File: config.mk
export PLATFORM = sky130hd
export DESIGN_NAME = rover_frame_latch
export DESIGN_NICKNAME = d
export VERILOG_FILES = /design/src/rtl/rover_display_pkg.sv /design/src/rtl/vsync_edge_detect.sv /design/src/rtl/rover_frame_latch.sv
export SDC_FILE = /design/constraint.sdc
export NUM_CORES = 1
export LEC_CHECK = 0
export BUFFER_PORTS_ARGS = -buffer_cell sky130_fd_sc_hd__clkbuf_2
export CORE_MARGIN = 2
export CORE_UTILIZATION = 40
export CTS_BUF_LIST = sky130_fd_sc_hd__clkbuf_8 sky130_fd_sc_hd__clkbuf_16
export DETAILED_ROUTE_END_ITERATION = 8
export PLACE_DENSITY = 0.65
export SLEW_MARGIN = 40
export SYNTH_ARGS = -nofsm -noshare
export SYNTH_HDL_FRONTEND = slang
export SYNTH_SLANG_ARGS = --single-unit
File: constraint.sdc
create_clock -name clk -period 1.8 [get_ports clk]
set_input_delay 0.36 -clock clk [delete_from_list [all_inputs] [get_ports clk]]
set_output_delay 0.36 -clock clk [all_outputs]
set_load 0.05 [all_outputs]
File: src/rtl/rover_display_pkg.sv
// rover_display_pkg: shared state encoding and field widths for the rover display path.
package rover_display_pkg;
    typedef enum logic [1:0] {IDLE, PENDING, COMMIT} state_t;
    localparam int LOC_W            = 12;
    localparam int ORIENT_W         = 6;
    localparam int CMD_W            = 12;
    localparam int ORIENT_STEPS_DEF = 36;
endpackage

File: src/rtl/vsync_edge_detect.sv
// vsync_edge_detect: one-cycle pulse on the falling edge of active-low vsync.
module vsync_edge_detect (
    input  logic clk,
    input  logic reset,
    input  logic i_vsync,
    output logic o_fe
);
    logic r_vsync_q;
    // Resetting high means a vsync already low at reset release is not an edge.
    always_ff @(posedge clk)
        if (reset) r_vsync_q <= 1'b1;
        else       r_vsync_q <= i_vsync;
    assign o_fe = !i_vsync && r_vsync_q;
endmodule

File: src/rtl/rover_frame_latch.sv
// rover_frame_latch: buffers rover state words and commits them at vsync start.
// Optional stale tracking enabled by defining ROVER_FRAME_LATCH_STALE_EN.
module rover_frame_latch
    import rover_display_pkg::*;
#(
    parameter int               STALE_FRAMES   = 60,
    parameter int               ORIENT_STEPS   = ORIENT_STEPS_DEF,
    parameter logic [LOC_W-1:0] RESET_LOCATION = '0
) (
    input  logic                clk,
    input  logic                reset,
    input  logic                vsync,
    input  logic                in_valid,
    output logic                in_ready,
    input  logic [LOC_W-1:0]    in_location,
    input  logic [ORIENT_W-1:0] in_orientation,
    input  logic [CMD_W-1:0]    in_move_command,
    output logic [LOC_W-1:0]    location,
    output logic [ORIENT_W-1:0] orientation,
    output logic [CMD_W-1:0]    move_command,
    output logic                new_data,
    output logic                stale,
    output logic [7:0]          overwrite_count,
    output logic [7:0]          reject_count
);
    if (STALE_FRAMES < 1 || STALE_FRAMES > 255) begin : g_bad_stale
        $error("STALE_FRAMES must be in 1..255");
    end

    state_t                r_state, w_next;
    logic                  w_fe, w_acc, w_ok, w_rej, w_bypass, w_flush, w_load;
    logic [LOC_W-1:0]      r_buf_loc, r_location;
    logic [ORIENT_W-1:0]   r_buf_ori, r_orientation;
    logic [CMD_W-1:0]      r_buf_cmd, r_move_command;
    logic [7:0]            r_ovr, r_rej;

    vsync_edge_detect u_edge (
        .clk     (clk),
        .reset   (reset),
        .i_vsync (vsync),
        .o_fe    (w_fe)
    );

    assign in_ready = !reset && r_state != COMMIT;

    always_comb begin
        w_acc    = in_valid && in_ready;
        w_ok     = w_acc && int'(in_orientation) < ORIENT_STEPS;
        w_rej    = w_acc && !w_ok;
        w_bypass = w_ok && w_fe;
        w_flush  = w_fe && r_state == PENDING && !w_bypass;
        w_load   = w_ok && !w_fe;
        w_next   = r_state == COMMIT        ? IDLE    :
                   (w_bypass || w_flush)    ? COMMIT  :
                   w_load                   ? PENDING : r_state;
    end

    always_ff @(posedge clk)
        if (reset) r_state <= IDLE;
        else       r_state <= w_next;

    always_ff @(posedge clk) begin
        if (reset) begin
            r_buf_loc      <= '0;
            r_buf_ori      <= '0;
            r_buf_cmd      <= '0;
            r_location     <= RESET_LOCATION;
            r_orientation  <= '0;
            r_move_command <= '0;
            r_ovr          <= '0;
            r_rej          <= '0;
        end else begin
            if (w_load) begin
                r_buf_loc <= in_location;
                r_buf_ori <= in_orientation;
                r_buf_cmd <= in_move_command;
            end
            if (w_load && r_state == PENDING && r_ovr != 8'hFF) r_ovr <= r_ovr + 8'd1;
            if (w_rej && r_rej != 8'hFF) r_rej <= r_rej + 8'd1;
            // A word arriving on the frame edge goes straight out; any pending word is dropped.
            if (w_bypass) begin
                r_location     <= in_location;
                r_orientation  <= in_orientation;
                r_move_command <= in_move_command;
            end else if (w_flush) begin
                r_location     <= r_buf_loc;
                r_orientation  <= r_buf_ori;
                r_move_command <= r_buf_cmd;
            end
        end
    end

    assign location        = r_location;
    assign orientation     = r_orientation;
    assign move_command    = r_move_command;
    assign new_data        = r_state == COMMIT;
    assign overwrite_count = r_ovr;
    assign reject_count    = r_rej;

`ifdef ROVER_FRAME_LATCH_STALE_EN
    logic [7:0] r_stale_cnt, w_stale_nxt;
    logic       r_stale;
    assign w_stale_nxt = r_state == COMMIT ? 8'd0 :
                         (w_fe && !(w_bypass || w_flush) && r_stale_cnt != 8'hFF) ? r_stale_cnt + 8'd1 :
                         r_stale_cnt;
    // Registered from the next count so stale follows the threshold edge by one cycle.
    always_ff @(posedge clk)
        if (reset) begin
            r_stale_cnt <= '0;
            r_stale     <= 1'b0;
        end else begin
            r_stale_cnt <= w_stale_nxt;
            r_stale     <= int'(w_stale_nxt) >= STALE_FRAMES;
        end
    assign stale = r_stale;
`else
    assign stale = 1'b0;
`endif
endmodule

==> results.rst <==
.. list-table::
   :header-rows: 1

   * - Metric
     - Value
   * - Fraction of synthesis flops using an asynchronous set or reset pin
     - 0
   * - Top cell type's share of synthesized area
     - 0.468
   * - Required time at the endpoint of the critical path
     - 2.08 ns
   * - Stage delay of the slowest cell on the critical path
     - 0.51 ns
   * - Total wire length
     - 7960 um
   * - Tot GR Track Use
     - 0.182
   * - Count of non-filler cells in the finished layout
     - 587
   * - Total DRC errors in the routed layout
     - 0
   * - Post-CTS Hold Buffers
     - 0
   * - Total core area
     - 8220 sq um
   * - Highest-utilization routing layer at the global route stage
     - met2
   * - Setup Skew
     - 0.00967 ns
   * - Total grt overflow
     - 0
   * - Fin crit share
     - 0.997
   * - Final Core Density
     - 0.517
   * - Clock tree from TritonCTS
     - done
   * - First-pass iteration count of the detailed router
     - 4
   * - Die span in x
     - 95.9 um
   * - Number of fillers in the final layout
     - 788
   * - Average routed wire per standard cell
     - 13.6 um
   * - Number of instances in the placed design
     - 571
   * - Pre-CTS setup slack
     - -0.0385 ns
   * - Nature of the critical path startpoint
     - register
   * - Min cycle time layout
     - 1.80 ns
   * - Yosys warns
     - 0
   * - Type of element capturing the critical path
     - register
   * - Synth Instances
     - 388
   * - Root buffer cell
     - sky130_fd_sc_hd__clkbuf_8
   * - Routed via count
     - 3,017
   * - Die footprint
     - 9200 sq um
   * - Final instance area
     - 4250 sq um
   * - Leakage
     - 1.60 nW
   * - Mapped cell area
     - 3380 sq um
   * - Unrepaired setup endpoints after global routing
     - yes
   * - DRT antenna net count
     - 0
   * - Synthesis-to-layout area growth
     - 25.6%
   * - Final setup margin
     - 0.00453 ns
   * - Diodes inserted
     - 0
   * - Status
     - finished clean
   * - Critical path fanouts, max
     - 2
   * - Average via count per standard cell
     - 5.14
   * - Number of nets in the synthesized netlist
     - 424
   * - Average cell area after synthesis
     - 8.71 sq um
   * - Number of storage elements in the synthesis netlist
     - 79
   * - Number of cell rows
     - 33
   * - Met3 layer usage reported by global route
     - 0.0595
   * - DIE HEIGHT
     - 95.9 um
   * - Total of max-cap violations
     - 0
   * - Sequence of cells on the critical path
     - ha_4 -> and3_4 -> or4b_4 -> or4_1 -> a21oi_1
   * - Number of port buffers
     - 81
   * - Initial antenna violation count
     - 0
   * - Cell type with the largest total area after synthesis
     - sky130_fd_sc_hd__dfxtp_1
   * - Maximum frequency from static timing analysis
     - 557 MHz
   * - Total Nets Final
     - 513
   * - Leading post-synthesis cells by cell area
     - sky130_fd_sc_hd__dfxtp_1 47%, sky130_fd_sc_hd__mux2i_1 9.2%, sky130_fd_sc_hd__nand2_1 7.4%
   * - Share of post-route cells with drive strength above 1
     - 0.293
   * - GRT met1 Usage
     - 0.242
   * - Vias in the first global route
     - 2,781
   * - Clock slew at the register clock pins of the worst setup and hold paths
     - 0.09 ns
   * - Global-route wire length before repair
     - 13,200 um
   * - Crit path kind
     - register to register
   * - Met2 track utilization from global routing
     - 0.288
   * - Detailed Route Iter0 Violations
     - 105
   * - Distinct cells, synth
     - 40
   * - CP max-delay cell
     - sky130_fd_sc_hd__or4b_4
   * - Routability-driven placement congestion ratio
     - 0.818
   * - Arrival time at the worst endpoint
     - 2.08 ns
   * - Buffer levels on the longest clock path
     - 2
   * - H-tree lvl count
     - 3
   * - Max Transition Viols Final
     - 0
   * - Final-report hold violation count
     - 0
   * - Sequential area share after synthesis
     - 0.468
   * - PwrDens
     - 792 nW/um^2
   * - Top-Level Pins
     - 83
   * - Primary flip-flop cell chosen by synthesis mapping
     - sky130_fd_sc_hd__dfxtp_1
   * - Pin count of the biggest net entering global routing
     - 80
   * - Final Setup Violations
     - 0
   * - Effective utilization at floorplan
     - 0.411
   * - Buffer count from post-CTS setup fixing
     - 0
   * - Class of the worst hold path
     - input port to register
   * - Max VDD drop
     - 0.466 mV
   * - Inserted Clock Buffers
     - 9
   * - Clock latency of the later-clocked register in the worst-skew pair
     - 0.35 ns
   * - Number of flops mapped to enable cells by yosys
     - 0
   * - Total half-perimeter wirelength after legalization and detailed placement
     - 5310 um
   * - Post-detailed-placement cell area
     - 4070 sq um
   * - CTS sink count
     - 79
-- where the power goes --
part           switching (W)  internal [W]  leakage (nW)  total (W)
sequential         0.0000276       0.00179         0.644    0.00182
clock               0.000647      0.000492        0.0923    0.00114
combinational       0.000271      0.000136         0.869   0.000407
total               0.000946       0.00242          1.60    0.00337
-- Yosys cell counts (2+ instances only) --
cell type	count
sky130_fd_sc_hd__a211oi_1	31
sky130_fd_sc_hd__a21oi_1	38
sky130_fd_sc_hd__a31oi_1	3
sky130_fd_sc_hd__buf_2	8
sky130_fd_sc_hd__clkbuf_1	16
sky130_fd_sc_hd__dfxtp_1	79
sky130_fd_sc_hd__ha_1	2
sky130_fd_sc_hd__inv_1	5
sky130_fd_sc_hd__mux2_2	3
sky130_fd_sc_hd__mux2i_1	31
sky130_fd_sc_hd__nand2_1	67
sky130_fd_sc_hd__nand2b_1	4
sky130_fd_sc_hd__nand3_1	10
sky130_fd_sc_hd__nand4_1	4
sky130_fd_sc_hd__nor2_1	38
sky130_fd_sc_hd__nor2b_1	6
sky130_fd_sc_hd__nor3_1	2
sky130_fd_sc_hd__nor4_1	2
sky130_fd_sc_hd__nor4_2	2
sky130_fd_sc_hd__o21ai_0	5
sky130_fd_sc_hd__o311ai_0	3
sky130_fd_sc_hd__o31ai_1	2
sky130_fd_sc_hd__o41ai_1	5
sky130_fd_sc_hd__or3_1	4
sky130_fd_sc_hd__or4_1	3
-- metrics by stage --
stage | power (W) | hold slack, ns | setup TNS, ns
3_3_place_gp | 0.00226 | 0.441 | -0.0250
6_report | 0.00337 | 0.237 | 0
5_1_grt | 0.00353 | 0.230 | -0.0506
3_5_place_dp | 0.00227 | 0.448 | -0.0979
4_1_cts | 0.00341 | 0.220 | 0
2_1_floorplan | 0.00212 | 0.436 | -0.0810
-- layout make-up --
class                           instances  area (sq um)  share of cell area
Sequential cell                        79          1590               0.375
Tap cell                              105           131              0.0309
Clock buffer                            9           124              0.0292
Clock inverter                          7          40.0             0.00943
Multi-Input combinational cell        276          1690               0.397
Timing Repair Buffer                  106           652               0.153
Inverter                                5          18.8             0.00442
-- state kept, by name (all words and copies together) (netlist names), 2 cells and up --
name             count
r_state              2
reject_count         8
r_buf_cmd           12
r_buf_ori            6
location            12
overwrite_count      8
r_buf_loc           12
orientation          6
move_command        12
-- layer usage --
layer | routed length, um | vias to the layer above | share of wire
li1 | - | 1555 | -
met1 | 3810 | 1391 | 0.48
met2 | 3650 | 66 | 0.46
met3 | 435 | 5 | 0.055
met4 | 59 | 0 | 0.0074
met5 | 0 | - | 0
-- worst max-delay path, delay by kind of cell (launching register included) --
| kind | cells | cell delay [ns] |
|---|---|---|
| simple gates | 3 | 1.09 |
| compound gates | 1 | 0.13 |
| flops | 1 | 0.36 |
| fa+ha+maj | 1 | 0.15 |
-- placed cells by master, fill, tap and decap left out, drive strengths merged, types with 2 or more instances in the layout --
master,instances
or3,4
o31ai,3
a21oi,38
clkinv,2
buf,25
nor2b,6
a211oi,31
nand2,67
mux2i,31
nand2b,5
nor3,2
nor2,38
mux2,3
or4,3
o311ai,3
nor4,4
ha,2
inv,9
o21ai,5
dfxtp,79
clkbuf,90
nand3,10
a31oi,3
nand4,4
or3b,2
o41ai,5
-- worst paths after layout --
path                             from                 end  slack (ns)  cells past startpoint
hold reg to reg          r_buf_ori[1]        r_buf_ori[1]        0.46                      2
setup reg to reg   overwrite_count[0]  overwrite_count[7]       0.005                      5
hold / removal    in_move_command[11]       r_buf_cmd[11]        0.24                      3
setup / recovery   overwrite_count[0]  overwrite_count[7]       0.005                      5
-- repair_timing --
item	in CTS	in global routing
setup endpoints to repair	3	15
gates resized for setup	5	1
pin swaps	1	0
-- cell families (layout without fill, tap and decap cells) --
logic type | count (synthesis) | count (layout) | share of synthesized area
simple gates | 148 | 148 | 0.200
fa+ha+maj | 2 | 2 | 0.00740
mux | 34 | 34 | 0.102
other cells | 1 | 1 | 0.00111
flops | 79 | 79 | 0.468
buf+inv | 33 | 127 | 0.0444
compound gates | 91 | 91 | 0.177
(Power assumes the default switching activity.)
